**src/rtl/cpu_types_pkg.sv**
```systemverilog
// Shared types and constants for the instruction fetch front end.
package cpu_types_pkg;

  typedef logic [31:0] word_t;

  typedef enum logic [1:0] {
    RUN,
    DROP,
    HALTED
  } fetch_state_t;

  typedef struct packed {
    word_t inst;
    word_t pc;
  } fetch_entry_t;

  localparam word_t PC_STEP = 32'd4;

  // Redirect targets are word aligned; low two bits are discarded.
  function automatic word_t align_pc(word_t a);
    return {a[31:2], 2'b00};
  endfunction

  // Counter increment that sticks at all-ones instead of wrapping.
  function automatic word_t sat_inc(word_t v, logic en);
    return (en && (v != 32'hFFFF_FFFF)) ? v + 32'd1 : v;
  endfunction

endpackage

```
**src/rtl/fetch_if.sv**
```systemverilog
// Fetch stage bus: instruction memory handshake, redirect/halt control and decode handshake.
interface fetch_if;
  import cpu_types_pkg::*;

  logic  imemREN;
  word_t imemaddr;
  word_t imemload;
  logic  ihit;
  logic  redirect;
  word_t redirect_pc;
  logic  halt;
  logic  deq_ready;
  logic  inst_valid;
  word_t inst;
  word_t pc_out;
  word_t npc_out;
  logic  halted;

  modport fs (
    output imemREN, imemaddr, inst_valid, inst, pc_out, npc_out, halted,
    input  imemload, ihit, redirect, redirect_pc, halt, deq_ready
  );

  modport tb (
    input  imemREN, imemaddr, inst_valid, inst, pc_out, npc_out, halted,
    output imemload, ihit, redirect, redirect_pc, halt, deq_ready
  );

endinterface

```
**src/rtl/fetch_queue.sv**
```systemverilog
// Small power-of-two FIFO of fetched {inst, pc} entries. Flush beats enq and deq.
module fetch_queue
  import cpu_types_pkg::*;
#(
  parameter int unsigned QDEPTH = 2
) (
  input  logic                       CLK,
  input  logic                       RST,
  input  logic                       i_enq,
  input  fetch_entry_t               i_enq_data,
  input  logic                       i_deq,
  input  logic                       i_flush,
  output logic [$clog2(QDEPTH):0]    o_count,
  output logic                       o_head_valid,
  output fetch_entry_t               o_head
);

  localparam int unsigned AW = $clog2(QDEPTH);
  localparam logic [AW:0] FULL = (AW + 1)'(QDEPTH);

  fetch_entry_t   r_mem [QDEPTH];
  logic [AW-1:0]  r_rd_ptr;
  logic [AW-1:0]  r_wr_ptr;
  logic [AW:0]    r_count;

  logic w_do_enq;
  logic w_do_deq;

  assign w_do_deq = i_deq && (r_count != '0);
  // A full queue may still accept a write when the head leaves in the same cycle.
  assign w_do_enq = i_enq && ((r_count != FULL) || w_do_deq);

  // Pointer and occupancy bookkeeping.
  always_ff @(posedge CLK or posedge RST) begin
    if (RST) begin
      r_rd_ptr <= '0;
      r_wr_ptr <= '0;
      r_count  <= '0;
    end else if (i_flush) begin
      r_rd_ptr <= '0;
      r_wr_ptr <= '0;
      r_count  <= '0;
    end else begin
      if (w_do_enq) r_wr_ptr <= r_wr_ptr + 1'b1;
      if (w_do_deq) r_rd_ptr <= r_rd_ptr + 1'b1;
      if (w_do_enq && !w_do_deq)      r_count <= r_count + 1'b1;
      else if (!w_do_enq && w_do_deq) r_count <= r_count - 1'b1;
    end
  end

  // Storage needs no reset; empty slots are never presented.
  always_ff @(posedge CLK) begin
    if (w_do_enq && !i_flush) r_mem[r_wr_ptr] <= i_enq_data;
  end

  assign o_count      = r_count;
  assign o_head_valid = (r_count != '0);
  assign o_head       = o_head_valid ? r_mem[r_rd_ptr] : '0;

endmodule

```
**src/rtl/fetch_stage.sv**
```systemverilog
// Instruction fetch front end: owns the PC, issues REN/ihit reads, queues words for decode,
// handles redirects (including abandoning an in-flight miss) and a sticky halt.
// Optional performance counters are built when FETCH_PERF_EN is defined.
module fetch_stage
  import cpu_types_pkg::*;
#(
  parameter word_t       PC_INIT = 32'h0000_0000,
  parameter int unsigned QDEPTH  = 2
) (
  input  logic  CLK,
  input  logic  RST,
  fetch_if.fs   bus
`ifdef FETCH_PERF_EN
  ,
  output word_t fetch_count,
  output word_t squash_count,
  output word_t stall_cycles
`endif
);

  localparam int unsigned CW = $clog2(QDEPTH) + 1;
  localparam logic [CW-1:0] QFULL = CW'(QDEPTH);

  fetch_state_t  r_state;
  fetch_state_t  w_state_next;
  word_t         r_fetch_pc;
  word_t         w_fetch_pc_next;
  word_t         r_req_pc;
  word_t         w_req_pc_next;
  logic          r_halt_pend;
  logic          w_halt_pend_next;

  logic          w_ren;
  word_t         w_addr;
  logic          w_enq;
  logic          w_deq;
  logic          w_flush;
  logic [CW-1:0] w_count;
  logic          w_head_valid;
  fetch_entry_t  w_head;
  fetch_entry_t  w_enq_data;

  assign w_enq_data.inst = bus.imemload;
  assign w_enq_data.pc   = r_fetch_pc;
  assign w_deq           = w_head_valid && bus.deq_ready;

  fetch_queue #(
    .QDEPTH (QDEPTH)
  ) u_queue (
    .CLK          (CLK),
    .RST          (RST),
    .i_enq        (w_enq),
    .i_enq_data   (w_enq_data),
    .i_deq        (w_deq),
    .i_flush      (w_flush),
    .o_count      (w_count),
    .o_head_valid (w_head_valid),
    .o_head       (w_head)
  );

  // Control state, fetch PC, held miss address and pending-halt flag.
  always_ff @(posedge CLK or posedge RST) begin
    if (RST) begin
      r_state     <= RUN;
      r_fetch_pc  <= PC_INIT;
      r_req_pc    <= PC_INIT;
      r_halt_pend <= 1'b0;
    end else begin
      r_state     <= w_state_next;
      r_fetch_pc  <= w_fetch_pc_next;
      r_req_pc    <= w_req_pc_next;
      r_halt_pend <= w_halt_pend_next;
    end
  end

  // Next-state, request and queue control decode.
  always_comb begin
    w_ren            = 1'b0;
    w_addr           = r_fetch_pc;
    w_state_next     = r_state;
    w_fetch_pc_next  = r_fetch_pc;
    w_req_pc_next    = r_req_pc;
    w_halt_pend_next = r_halt_pend;
    w_enq            = 1'b0;
    w_flush          = 1'b0;
    case (r_state)
      RUN: begin
        // Registered count gates REN, so a full queue never has a request in flight.
        w_ren = (w_count < QFULL);
        if (bus.redirect) begin
          w_flush         = 1'b1;
          w_fetch_pc_next = align_pc(bus.redirect_pc);
        end else if (w_ren && bus.ihit) begin
          w_enq           = 1'b1;
          w_fetch_pc_next = r_fetch_pc + PC_STEP;
        end
        // An outstanding miss cannot be cancelled at the memory; park in DROP to absorb it.
        if ((bus.redirect || bus.halt) && w_ren && !bus.ihit) begin
          w_state_next     = DROP;
          w_req_pc_next    = r_fetch_pc;
          w_halt_pend_next = bus.halt;
        end else if (bus.halt) begin
          w_state_next = HALTED;
        end
      end
      DROP: begin
        w_ren  = 1'b1;
        w_addr = r_req_pc;
        if (bus.redirect) w_fetch_pc_next = align_pc(bus.redirect_pc);
        if (bus.ihit) begin
          w_state_next     = (r_halt_pend || bus.halt) ? HALTED : RUN;
          w_halt_pend_next = 1'b0;
        end else begin
          w_halt_pend_next = r_halt_pend || bus.halt;
        end
      end
      HALTED: begin
        w_ren = 1'b0;
      end
      default: begin
        w_state_next = RUN;
      end
    endcase
  end

  assign bus.imemREN    = w_ren;
  assign bus.imemaddr   = w_addr;
  assign bus.inst_valid = w_head_valid;
  assign bus.inst       = w_head.inst;
  assign bus.pc_out     = w_head.pc;
  assign bus.npc_out    = w_head_valid ? w_head.pc + PC_STEP : '0;
  assign bus.halted     = (r_state == HALTED);

`ifdef FETCH_PERF_EN
  logic  w_squash;
  logic  w_stall;
  word_t r_fetch_count;
  word_t r_squash_count;
  word_t r_stall_cycles;

  // A returned word is squashed when it lands with a RUN redirect or while draining in DROP.
  assign w_squash = bus.ihit && (((r_state == RUN) && w_ren && bus.redirect) ||
                                 (r_state == DROP));
  assign w_stall  = w_ren && !bus.ihit;

  // Saturating event counters.
  always_ff @(posedge CLK or posedge RST) begin
    if (RST) begin
      r_fetch_count  <= '0;
      r_squash_count <= '0;
      r_stall_cycles <= '0;
    end else begin
      r_fetch_count  <= sat_inc(r_fetch_count, w_enq);
      r_squash_count <= sat_inc(r_squash_count, w_squash);
      r_stall_cycles <= sat_inc(r_stall_cycles, w_stall);
    end
  end

  assign fetch_count  = r_fetch_count;
  assign squash_count = r_squash_count;
  assign stall_cycles = r_stall_cycles;
`endif

endmodule

```
**src/flat_wrapper.sv**
```systemverilog
// flat-port wrapper written by rule: the top's interface ports become plain ports
module fetch_stage_flat import cpu_types_pkg::*;
#(
  parameter word_t       PC_INIT = 32'h0000_0000,
  parameter int unsigned QDEPTH  = 2
)
  (CLK, RST, bus_imemREN, bus_imemaddr, bus_inst_valid, bus_inst, bus_pc_out, bus_npc_out, bus_halted, bus_imemload, bus_ihit, bus_redirect, bus_redirect_pc, bus_halt, bus_deq_ready);
  fetch_if bus_i ();
  input  logic CLK;
  input  logic RST;
  output wire logic [$bits(bus_i.imemREN)-1:0] bus_imemREN;
  output wire logic [$bits(bus_i.imemaddr)-1:0] bus_imemaddr;
  output wire logic [$bits(bus_i.inst_valid)-1:0] bus_inst_valid;
  output wire logic [$bits(bus_i.inst)-1:0] bus_inst;
  output wire logic [$bits(bus_i.pc_out)-1:0] bus_pc_out;
  output wire logic [$bits(bus_i.npc_out)-1:0] bus_npc_out;
  output wire logic [$bits(bus_i.halted)-1:0] bus_halted;
  input wire logic [$bits(bus_i.imemload)-1:0] bus_imemload;
  input wire logic [$bits(bus_i.ihit)-1:0] bus_ihit;
  input wire logic [$bits(bus_i.redirect)-1:0] bus_redirect;
  input wire logic [$bits(bus_i.redirect_pc)-1:0] bus_redirect_pc;
  input wire logic [$bits(bus_i.halt)-1:0] bus_halt;
  input wire logic [$bits(bus_i.deq_ready)-1:0] bus_deq_ready;
  assign bus_imemREN = bus_i.imemREN;
  assign bus_imemaddr = bus_i.imemaddr;
  assign bus_inst_valid = bus_i.inst_valid;
  assign bus_inst = bus_i.inst;
  assign bus_pc_out = bus_i.pc_out;
  assign bus_npc_out = bus_i.npc_out;
  assign bus_halted = bus_i.halted;
  assign bus_i.imemload = bus_imemload;
  assign bus_i.ihit = bus_ihit;
  assign bus_i.redirect = bus_redirect;
  assign bus_i.redirect_pc = bus_redirect_pc;
  assign bus_i.halt = bus_halt;
  assign bus_i.deq_ready = bus_deq_ready;
  fetch_stage #(.PC_INIT(PC_INIT), .QDEPTH(QDEPTH)) u_core (.CLK(CLK), .RST(RST), .bus(bus_i));
endmodule
```
**config.mk**
```make
export PLATFORM = sky130hd
export DESIGN_NAME = fetch_stage_flat
export DESIGN_NICKNAME = d
export VERILOG_FILES = /design/src/rtl/cpu_types_pkg.sv /design/src/rtl/fetch_if.sv /design/src/rtl/fetch_queue.sv /design/src/rtl/fetch_stage.sv /design/src/flat_wrapper.sv
export SDC_FILE = /design/constraint.sdc
export NUM_CORES = 1
export LEC_CHECK = 0
export CORE_ASPECT_RATIO = 1.1
export CORE_MARGIN = 5
export CORE_UTILIZATION = 58
export CTS_CLUSTER_SIZE = 20
export DETAILED_ROUTE_END_ITERATION = 8
export DONT_BUFFER_PORTS = 1
export PLACE_DENSITY = 0.73
export SLEW_MARGIN = 20
export SYNTH_ARGS = -nofsm -noshare
export SYNTH_HDL_FRONTEND = slang
export SYNTH_SLANG_ARGS = --single-unit
```
**constraint.sdc**
```tcl
create_clock -name CLK -period 5.6 [get_ports CLK]
set_clock_uncertainty 0.1 [all_clocks]
set_input_delay 0.28 -clock CLK [delete_from_list [all_inputs] [get_ports CLK]]
set_output_delay 0.28 -clock CLK [all_outputs]
set_load 0.03 [all_outputs]
```
* Word-level counts from Yosys, hierarchy flattened
Memory sizes are Yosys's and may differ from the RTL's. Cells that the tools add are included.
Cells by class: $add $sub $neg 6, order comparisons 1, reductions and logical operators 26, bitwise operators 1, eq/ne operators 8, mux-type cells 30
Operators with widths (count):
- $mux 32 | 5
- $add 32x3->32 const B | 2
- $mux 64 | 1
- $pmux 32 s2 | 1
- $mux 2 | 7
- $mux 1 | 13
- $logic_and 1x1->1 | 9
- $reduce_bool 2->1 | 4
- $ne 2x2->1 const B | 3
- $ne 3x2->1 const B | 2
- $pmux 2 s3 | 1
- $reduce_and 3->1 | 2
- $logic_not 1->1 | 4
- $pmux 1 s2 | 2
- $reduce_and 2->1 | 2
- $logic_or 1x1->1 | 3
- $reduce_bool 3->1 | 1
- $add 1x1->1 const B | 2
- $add 2x1->2 const B | 1
- $eq 2x1->1 const B | 1
- $eq 2x2->1 const B | 1
- $logic_not 2->1 | 1
- $lt 2x2->1 const B | 1
- $ne 2x1->1 const B | 1
- other kinds (2) | 2
Word-level totals: memories kept 1, register bits after elaboration 71, bits in writable memories 128
Memories:
- u_core.u_queue.r_mem | words 2, bits a word 64, rd ports 1, clocked after Yosys merged registers in 0, write ports 1, RTL line fetch_queue.sv:21 | fetch_entry_t r_mem [QDEPTH];

* Depth between registers and ports, before layout
Gate-level depths: netlist (run 1).
depth after elaboration 11, mapped depth 14, mapped depth without buffers 9

* Hierarchy
Synthesis (run 1) repeated with hierarchy kept, for this count alone.
Unflattened totals: cell total of the unflattened synthesis 777, area, all modules 9529.1 sq um
Modules (own cells, without submodules):
- fetch_queue | cells an instance 295, times used 1, area each 5084.9 sq um
- fetch_stage | cells an instance 482, times used 1, area each 4444.3 sq um

* Worst setup path before layout (run 1)
No wires, ideal clock.
path type reg-to-reg, start register u_core.u_queue.r_count[1] (netlist: u_core.u_queue.o_count[1]), end memory u_core.u_queue.r_mem[0][10] in the netlist's numbering, enable pin, arrival 5.531 ns, setup slack -0.591 ns, cell stages (with the launch flop) 6, period minus slack after synthesis 6.191 ns, setup time 0.561 ns, cells stage by stage dfrtp_1 -> buf_2 -> or3b_2 -> a21o_1 -> clkbuf_1 -> nor3_1
On the way: longest elaborated chain between the ends 9
Ends and longest elaborated chain:
- start: declaration | RTL line fetch_queue.sv:24 | logic [AW:0] r_count;
- start signal: assignment | RTL line fetch_queue.sv:46 | if (w_do_enq && !w_do_deq) r_count <= r_count + 1'b1;
- start signal: assignment | RTL line fetch_queue.sv:47 | else if (!w_do_enq && w_do_deq) r_count <= r_count - 1'b1;
- $lt 2x2->1 | RTL line fetch_stage.sv:89 | w_ren = (w_count < QFULL);
- $logic_and 1x1->1 | RTL line fetch_stage.sv:93 | end else if (w_ren && bus.ihit) begin
- $mux 1 | RTL line fetch_stage.sv:93
- $mux 1 | RTL line fetch_stage.sv:90 | if (bus.redirect) begin
- $mux 1 | RTL line fetch_stage.sv:86 | case (r_state)
- $logic_and 1x1->1 * | RTL line fetch_queue.sv:31 | assign w_do_enq = i_enq && ((r_count != FULL) || w_do_deq);
- $logic_and 1x1->1 * | RTL line fetch_queue.sv:53 | if (w_do_enq && !i_flush) r_mem[r_wr_ptr] <= i_enq_data;
- $mux 1 * | RTL line fetch_queue.sv:53
- $mux 1 (not written as such) * | RTL line fetch_queue.sv:53
- end: declaration | RTL line fetch_queue.sv:21
Mark *: on every way between the ends. The rest lies on a longest branch, timed or not.

* Final worst setup path (run 1)
start register u_core.u_queue.r_rd_ptr, end output bus_npc_out[31]
On the way: longest elaborated chain between the ends 4
Ends and longest elaborated chain:
- start: declaration | RTL line fetch_queue.sv:22 | logic [AW-1:0] r_rd_ptr;
- start signal: assignment | RTL line fetch_queue.sv:45 | if (w_do_deq) r_rd_ptr <= r_rd_ptr + 1'b1;
- $mem_v2 2x64
- $mux 64 | RTL line fetch_queue.sv:58 | assign o_head = o_head_valid ? r_mem[r_rd_ptr] : '0;
- $add 32x3->32 | RTL line fetch_stage.sv:131 | assign bus.npc_out = w_head_valid ? w_head.pc + PC_STEP : '0;
- $mux 32 | RTL line fetch_stage.sv:131
- end: declaration | RTL line flat_wrapper.sv:16 | output wire logic [$bits(bus_i.npc_out)-1:0] bus_npc_out;
Every way passes these cells.

==> flow_summary.json, run 1 <==
{
  "grt_overflow": 0,
  "rows": 48,
  "min_period_ns": 4.75,
  "die_w_um": 130,
  "grt_pass1_vias": 6494,
  "final_antenna_net_count": 0,
  "tightest_slew_ns": 1.01,
  "yosysMostFrequentCell": "nand2_1",
  "grt_use_total": 0.230,
  "dp_hpwl_mm": 14.6,
  "grt_pass1_wl_mm": 33.6,
  "synthArstFlopShare": 0.351,
  "antenna_cells": 0,
  "ys_warn_count": 0,
  "hold_path_class": "primary input to flip-flop",
  "worst_setup_path_start_kind": "flip-flop",
  "leakagePower_nw": 3.98,
  "yosys-top-cells-area": "edfxtp_1 (41%), dfrtp_1 (18%), mux2i_1 (6.6%), nand2_1 (5.6%), nor2_1 (4.5%)",
  "io_buffers": 0,
  "place_congestion": 0.891,
  "antenna_found_initial": 0,
  "yosysTopAreaCellShare": 0.405,
  "required_ns": 5.22,
  "pre_cts_ws_ns": 1.31,
  "synth_edf_count": 124,
  "fin_ws_ns": 0.851,
  "drt_iter0_drc": 415,
  "ys_types": 54,
  "slew_headroom": 0.321,
  "fp.dieH_um": 142,
  "via_per_inst": 6.05,
  "synth_area_leader_cell": "edfxtp_1",
  "period_share": 0.848,
  "htreeDepth": 4,
  "syn-instance-count": 835,
  "avgSynthCellArea_um2": 11.0,
  "busiest_layer": "met2",
  "drive_above_1_share": 0.106,
  "ir_worst_vdd_mv": 0.313,
  "finalHoldViolCount": 0,
  "synth_flop_cell": "edfxtp_1",
  "grt_setup_unrepaired": "no",
  "path_clk_slew_ns": 0.07,
  "wl_per_cell_um": 19.5,
  "crit_path_end_kind": "primary output",
  "crit_fanout": 51,
  "start_util": 0.588,
  "dieArea_um2": 18500,
  "drtPass1Iterations": 5,
  "use_met3": 0.0586,
  "synthTopCellsByCount": "nand2_1 (136), edfxtp_1 (124), nor2_1 (110)",
  "core_um2": 15600,
  "nets": 952,
  "cts_setup_buffers": 0,
  "cts_tree": "yes",
  "fmax_mhz": 211,
  "critPathArrivalTime_ns": 4.37,
  "post_cts_resized": 0,
  "synth.yosys.seq_area_share": 0.588,
  "root_buffer": "clkbuf_16",
  "ys_seq_elements": 191,
  "drc": 0,
  "grt_use_met1": 0.298,
  "io-pin-count": 201,
  "worstSetupPathType": "flip-flop to primary output",
  "met2_usage": 0.386,
  "vias": 6615,
  "outcome": "complete, no violations",
  "setup_viol": 0,
  "clock-sinks": 191,
  "syn_to_final_growth_pct": 14.7,
  "clkLatencyLatePin_ns": 0.43,
  "grt_max_degree": 68,
  "power-per-cell-area_nw_per_um2": 572,
  "tns_ns": 0,
  "synth_area_um2": 9190,
  "clockBufferDepth": 2,
  "cts_made_buffers": 17,
  "max_cap_violations": 0,
  "drt_wl_total_mm": 21.3,
  "slew_violations": 0
}
## cell usage in the layout, fill, tap and decap left out, drive strengths merged, types with 4 or more instances in the layout
cell type,synthesis,layout
nor4,5,5
dfrtp,67,67
edfxtp,124,124
nand2b,6,6
nor2,110,110
xor2,19,19
a21oi,49,49
a31oi,8,8
clkinv,1,4
nand2,136,136
and4,5,5
nand3,24,24
nand4,12,12
xnor2,9,9
o22ai,11,11
dlygate4sd3,0,62
and2,4,4
clkbuf,28,17
o21ai,23,23
and3,7,7
mux2i,61,61
nor3,13,13
mux2,33,33
conb,1,6
inv,13,23
o22a,4,4
buf,26,13
## metrics by stage
| stage | power (mW) | utilization | instances | hold slack, ns | area (um2) |
|---|---|---|---|---|---|
| after floorplan | 4.34 | - | 840 | 0.266 | 9210 |
| after global routing | 6.35 | 0.675 | 1093 | 0.0287 | 10500 |
| after detailed placement | 4.80 | 0.597 | 999 | 0.268 | 9320 |
| after CTS | 6.05 | 0.675 | 1093 | 0.00669 | 10500 |
| after global placement | 4.70 | 0.597 | 999 | 0.267 | 9320 |
| final | 6.03 | 0.675 | 1093 | 0.0288 | 10500 |
## cell type report
type / instances / area [um2]
well taps: 200 / 250
clock inverters: 15 / 165
fillers: 1171 / 5080
repair buffers: 75 / 718
inverters: 14 / 52.6
multi-input cells: 581 / 3520
clock buffers: 17 / 425
flip-flops and latches: 191 / 5400
## report_power, final
group	total [mW]	switching, mW	internal (mW)	leakage (nW)
clock	1.20	0.558	0.639	0.292
sequential	2.40	0.440	1.96	1.89
combinational	2.43	1.79	0.645	1.80
total	6.03	2.78	3.25	3.98
## flip-flops by register name (all words and copies together), names as in the netlist
register	cells
u_core.u_queue.r_mem	124
u_core.r_state	2
u_core.u_queue.r_wr_ptr	1
u_core.u_queue.o_count	2
u_core.r_fetch_pc	30
u_core.r_halt_pend	1
u_core.r_req_pc	30
u_core.u_queue.r_rd_ptr	1
## critical path, cell delays in order (launching register included)
cell	delay, ns
dfrtp_4	0.90
buf_4	0.54
nand3_1	0.13
a211oi_1	0.45
nand4_2	0.39
or2_4	0.41
nor4_2	0.32
mux2i_1	0.71
## per-layer routing
metal / wire, um / share of wire / vias to the layer above
met1: 8810 / 0.41 / 3247
met5: 0 / 0 / -
met2: 10400 / 0.49 / 289
li1: - / - / 3047
met4: 366 / 0.017 / 0
met3: 1790 / 0.084 / 32
## cell families after synthesis
| logic type | Yosys count | share of synthesized area |
|---|---|---|
| DFF | 191 | 0.588 |
| muxes | 94 | 0.107 |
| AOI/OAI and AO/OA | 117 | 0.0763 |
| buffers and inverters | 68 | 0.0353 |
| xor gates and xnor gates | 28 | 0.0267 |
| and+or+nand+nor | 334 | 0.164 |
| adders and majority gates | 2 | 0.00272 |
| other | 1 | 0.000408 |
## final timing paths
kind	cells past startpoint	slack (ns)	end	from
max	7	0.85	bus_npc_out[31]	u_core.u_queue.r_rd_ptr$_DFFE_PP0P_
min	2	0.03	u_core.u_queue.o_count[1]$_DFFE_PP0P_	bus_deq_ready
max reg2reg	7	1.97	u_core.u_queue.r_rd_ptr$_DFFE_PP0P_	u_core.u_queue.o_count[1]$_DFFE_PP0P_
min reg2reg	1	0.41	u_core.r_req_pc[28]$_DFFE_PP0P_	u_core.r_req_pc[28]$_DFFE_PP0P_
max in group asynchronous	3	4.28	u_core.u_queue.r_rd_ptr$_DFFE_PP0P_	RST
min in group asynchronous	3	0.45	u_core.r_req_pc[21]$_DFFE_PP0P_	RST
## what timing repair did
item / CTS / global route
hold endpoints to repair: 160 / 0
setup endpoints to repair: 0 / 0
hold buffers: 62 / 0
(Power assumes the default switching activity.)
==> run 2: changes to the inputs <==
--- a/config.mk
+++ b/config.mk
@@ -5,6 +5,7 @@
 export SDC_FILE = /design/constraint.sdc
 export NUM_CORES = 1
 export LEC_CHECK = 0
+export ABC_AREA = 1
 export CORE_ASPECT_RATIO = 1.1
 export CORE_MARGIN = 5
 export CORE_UTILIZATION = 58
==> constraint.sdc (replaced) <==
create_clock -name CLK -period 4.2 [get_ports CLK]
set_clock_uncertainty 0.1 [all_clocks]
set_input_delay 0.21 -clock CLK [delete_from_list [all_inputs] [get_ports CLK]]
set_output_delay 0.21 -clock CLK [all_outputs]
set_load 0.03 [all_outputs]
==> flow_summary.json, run 2 <==
{
  "tightest_slew_ns": 0.987,
  "slew_violations": 0,
  "synthArstFlopShare": 0.351,
  "clockPowerShare": 0.187,
  "power-per-cell-area_nw_per_um2": 767,
  "ir_worst_vdd_mv": 0.499,
  "ys_types": 33,
  "start_util": 0.593,
  "synth_area_um2": 9780,
  "syn-instance-count": 1192,
  "clockBufferDepth": 2,
  "biggestRegsByFlops": "u_core.u_queue.r_mem: 124 flops, u_core.r_fetch_pc: 30 flops, u_core.r_req_pc: 30 flops",
  "min_to": "u_core.u_queue.r_rd_ptr$_DFFE_PP0P_",
  "largest_reg_flops": 124,
  "syn_to_final_growth_pct": 17.3,
  "final_antenna_net_count": 0,
  "worst_setup_path_start_kind": "flip-flop",
  "final_cell_mix": "nand2_1 (419), inv_1 (127), edfxtp_1 (124)",
  "synth_flop_cell": "edfxtp_1",
  "slew_headroom": 0.341,
  "hold_path_class": "primary input to flip-flop",
  "utilization": 0.695,
  "clkLatencyLatePin_ns": 0.44,
  "critPathArrivalTime_ns": 3.26,
  "drt_wl_total_mm": 24.8,
  "dieArea_um2": 19600,
  "nets": 1347,
  "tns_ns": 0,
  "period_share": 0.849,
  "worstSetupPathType": "flip-flop to primary output",
  "outcome": "complete, no violations",
  "ys_seq_elements": 191,
  "antenna_cells": 0,
  "leakagePower_nw": 5.06,
  "switching_power_mw": 4.49,
  "io-pin-count": 201,
  "root_buffer": "clkbuf_16",
  "grt_use_total": 0.251,
  "avgSynthCellArea_um2": 8.20,
  "min_period_ns": 3.57,
  "yosysMostFrequentCell": "nand2_1",
  "r2r_end": "u_core.r_fetch_pc[13]$_DFFE_PP0P_",
  "switching_share": 0.511,
  "synth.yosys.seq_area_share": 0.552,
  "hold_depth": 5,
  "drt_iter0_drc": 885,
  "synth_area_leader_cell": "edfxtp_1",
  "crit_fanout": 23,
  "largest_register": "u_core.u_queue.r_mem",
  "fp.dieH_um": 146,
  "path_clk_slew_ns": 0.08,
  "io_buffers": 0,
  "max_cap_violations": 0,
  "grt_setup_unrepaired": "no",
  "grt_pass1_wl_mm": 39.4,
  "grt_pass1_vias": 7747,
  "fmax_mhz": 280,
  "setup_viol": 0,
  "vias": 8154,
  "crit_path_end_kind": "primary output",
  "rows": 49,
  "die_w_um": 134,
  "yosys-top-cells-area": "edfxtp_1 (38%), dfrtp_1 (17%), nand2_1 (16%), o21ai_0 (5.2%), inv_1 (4.9%)",
  "final_common_cell": "nand2_1",
  "r2r-start": "u_core.r_state[0]$_DFFE_PP0P_",
  "drc": 0,
  "antenna_found_initial": 0,
  "via_per_inst": 5.47,
  "drtPass1Iterations": 6,
  "drive_above_1_share": 0.0862,
  "cts_setup_buffers": 0,
  "hold_path.startpoint": "bus_redirect",
  "grt_overflow": 0,
  "finalHoldViolCount": 0,
  "reg2regPathDepth": 7,
  "core_um2": 16500,
  "htreeDepth": 4,
  "seq_power_share": 0.327,
  "crit_path_start": "u_core.u_queue.r_rd_ptr$_DFFE_PP0P_",
  "cts_tree": "yes",
  "cts_made_buffers": 17,
  "required_ns": 3.89,
  "reg2reg_slack_ns": 1.75,
  "grt_max_degree": 64,
  "comb_power_share": 0.486,
  "clock-sinks": 191,
  "yosysTopAreaCellShare": 0.381,
  "place_congestion": 0.927,
  "internal-power_mw": 4.30,
  "synthTopCellsByCount": "nand2_1 (419), inv_1 (128), edfxtp_1 (124)",
  "dp_hpwl_mm": 17.2,
  "synth_edf_count": 124,
  "wl_per_cell_um": 16.6,
  "ys_warn_count": 0
}
==> run 2: changes by cell type after synthesis, sizes merged, moves of 7 or more <==
cell	before	now
a31oi	8	0
o21ai	23	103
nand3	24	84
mux2	33	0
and3	7	0
inv	13	132
xnor2	9	0
mux2i	61	0
nand2	136	422
a21oi	49	39
==> run 2: cells by family after synthesis <==
| kind of cell | synth area share |
|---|---|
| AND/OR/NAND/NOR | 0.266 |
| AO/OA/AOI/OAI | 0.0834 |
| XOR/XNOR | 0.0161 |
| flip-flops | 0.552 |
| adder cells (fa/ha/maj) | 0.00256 |
| buffers and inverters | 0.0793 |
| other | 0.000384 |
==> run 2: area by class of cell <==
type	count	area (um2)
Clock inverter	15	206
Inverter	133	499
Sequential cell	191	5400
Tap cell	204	255
Clock buffer	17	425
Fill cell	1312	5020
Multi-Input combinational cell	819	3640
Timing Repair Buffer	113	1040
==> run 2: per-stage QoR <==
| step | cells | setup WS, ns | hold slack [ns] | power, mW | instance area (um2) |
|---|---|---|---|---|---|
| 2_1_floorplan | 1197 | 0.180 | 0.209 | 6.11 | 9800 |
| 3_3_place_gp | 1394 | 1.16 | 0.127 | 7.03 | 10200 |
| 3_5_place_dp | 1394 | 1.14 | 0.126 | 7.10 | 10200 |
| 4_1_cts | 1492 | 0.638 | 0.0333 | 8.80 | 11500 |
| 5_1_grt | 1492 | 0.398 | 0.0887 | 9.33 | 11500 |
| 6_report | 1492 | 0.633 | 0.0453 | 8.80 | 11500 |
==> run 2: worst max-delay path by stage <==
stage | end | slack [ns] | cells after the start
5_1_grt | bus_npc_out[18] | 0.40 | 12
2_1_floorplan | u_core.u_queue.r_mem[0][10]$_DFFE_PP_ | 0.18 | 5
6_report | bus_npc_out[26] | 0.63 | 14
4_1_cts | bus_npc_out[17] | 0.64 | 9
3_3_place_gp | bus_npc_out[26] | 1.16 | 14
3_5_place_dp | bus_npc_out[17] | 1.14 | 9
==> run 2: per-layer routing <==
layer  GRT usage  share of wire  up-vias
met3      0.0613          0.091       44
met4      0.0797          0.023        0
met5           0              0        -
li1            -              -     4008
met2       0.420           0.48      349
met1       0.325           0.41     3753
==> run 2: worst max-delay path, cell delays in order (launching register included) <==
cell     delay, ns
dfrtp_2       0.43
inv_2         0.32
or2_2         0.18
o21ai_1       0.10
nor2_1        0.11
buf_4         0.21
ha_1          0.27
inv_1         0.14
nor2_2        0.32
nand2_1       0.22
inv_1         0.12
nand2_1       0.06
nand2_1       0.05
nand2_1       0.07
inv_1         0.21
==> run 2: power by group through the flow <==
stage          clock network [mW]  registers, mW  logic (mW)
5_1_grt                      1.74           2.94        4.66
6_report                     1.65           2.87        4.28
3_3_place_gp                    0           2.87        4.16
3_5_place_dp                    0           2.90        4.20
4_1_cts                      1.67           2.86        4.27
2_1_floorplan                   0           2.77        3.34
==> run 2: what timing repair did <==
action                                 4_1_cts  5_1_grt
hold buffers                                66        0
endpoints found under the hold margin      129        0
resized for setup                            0        0
setup endpoints to repair                    0        0
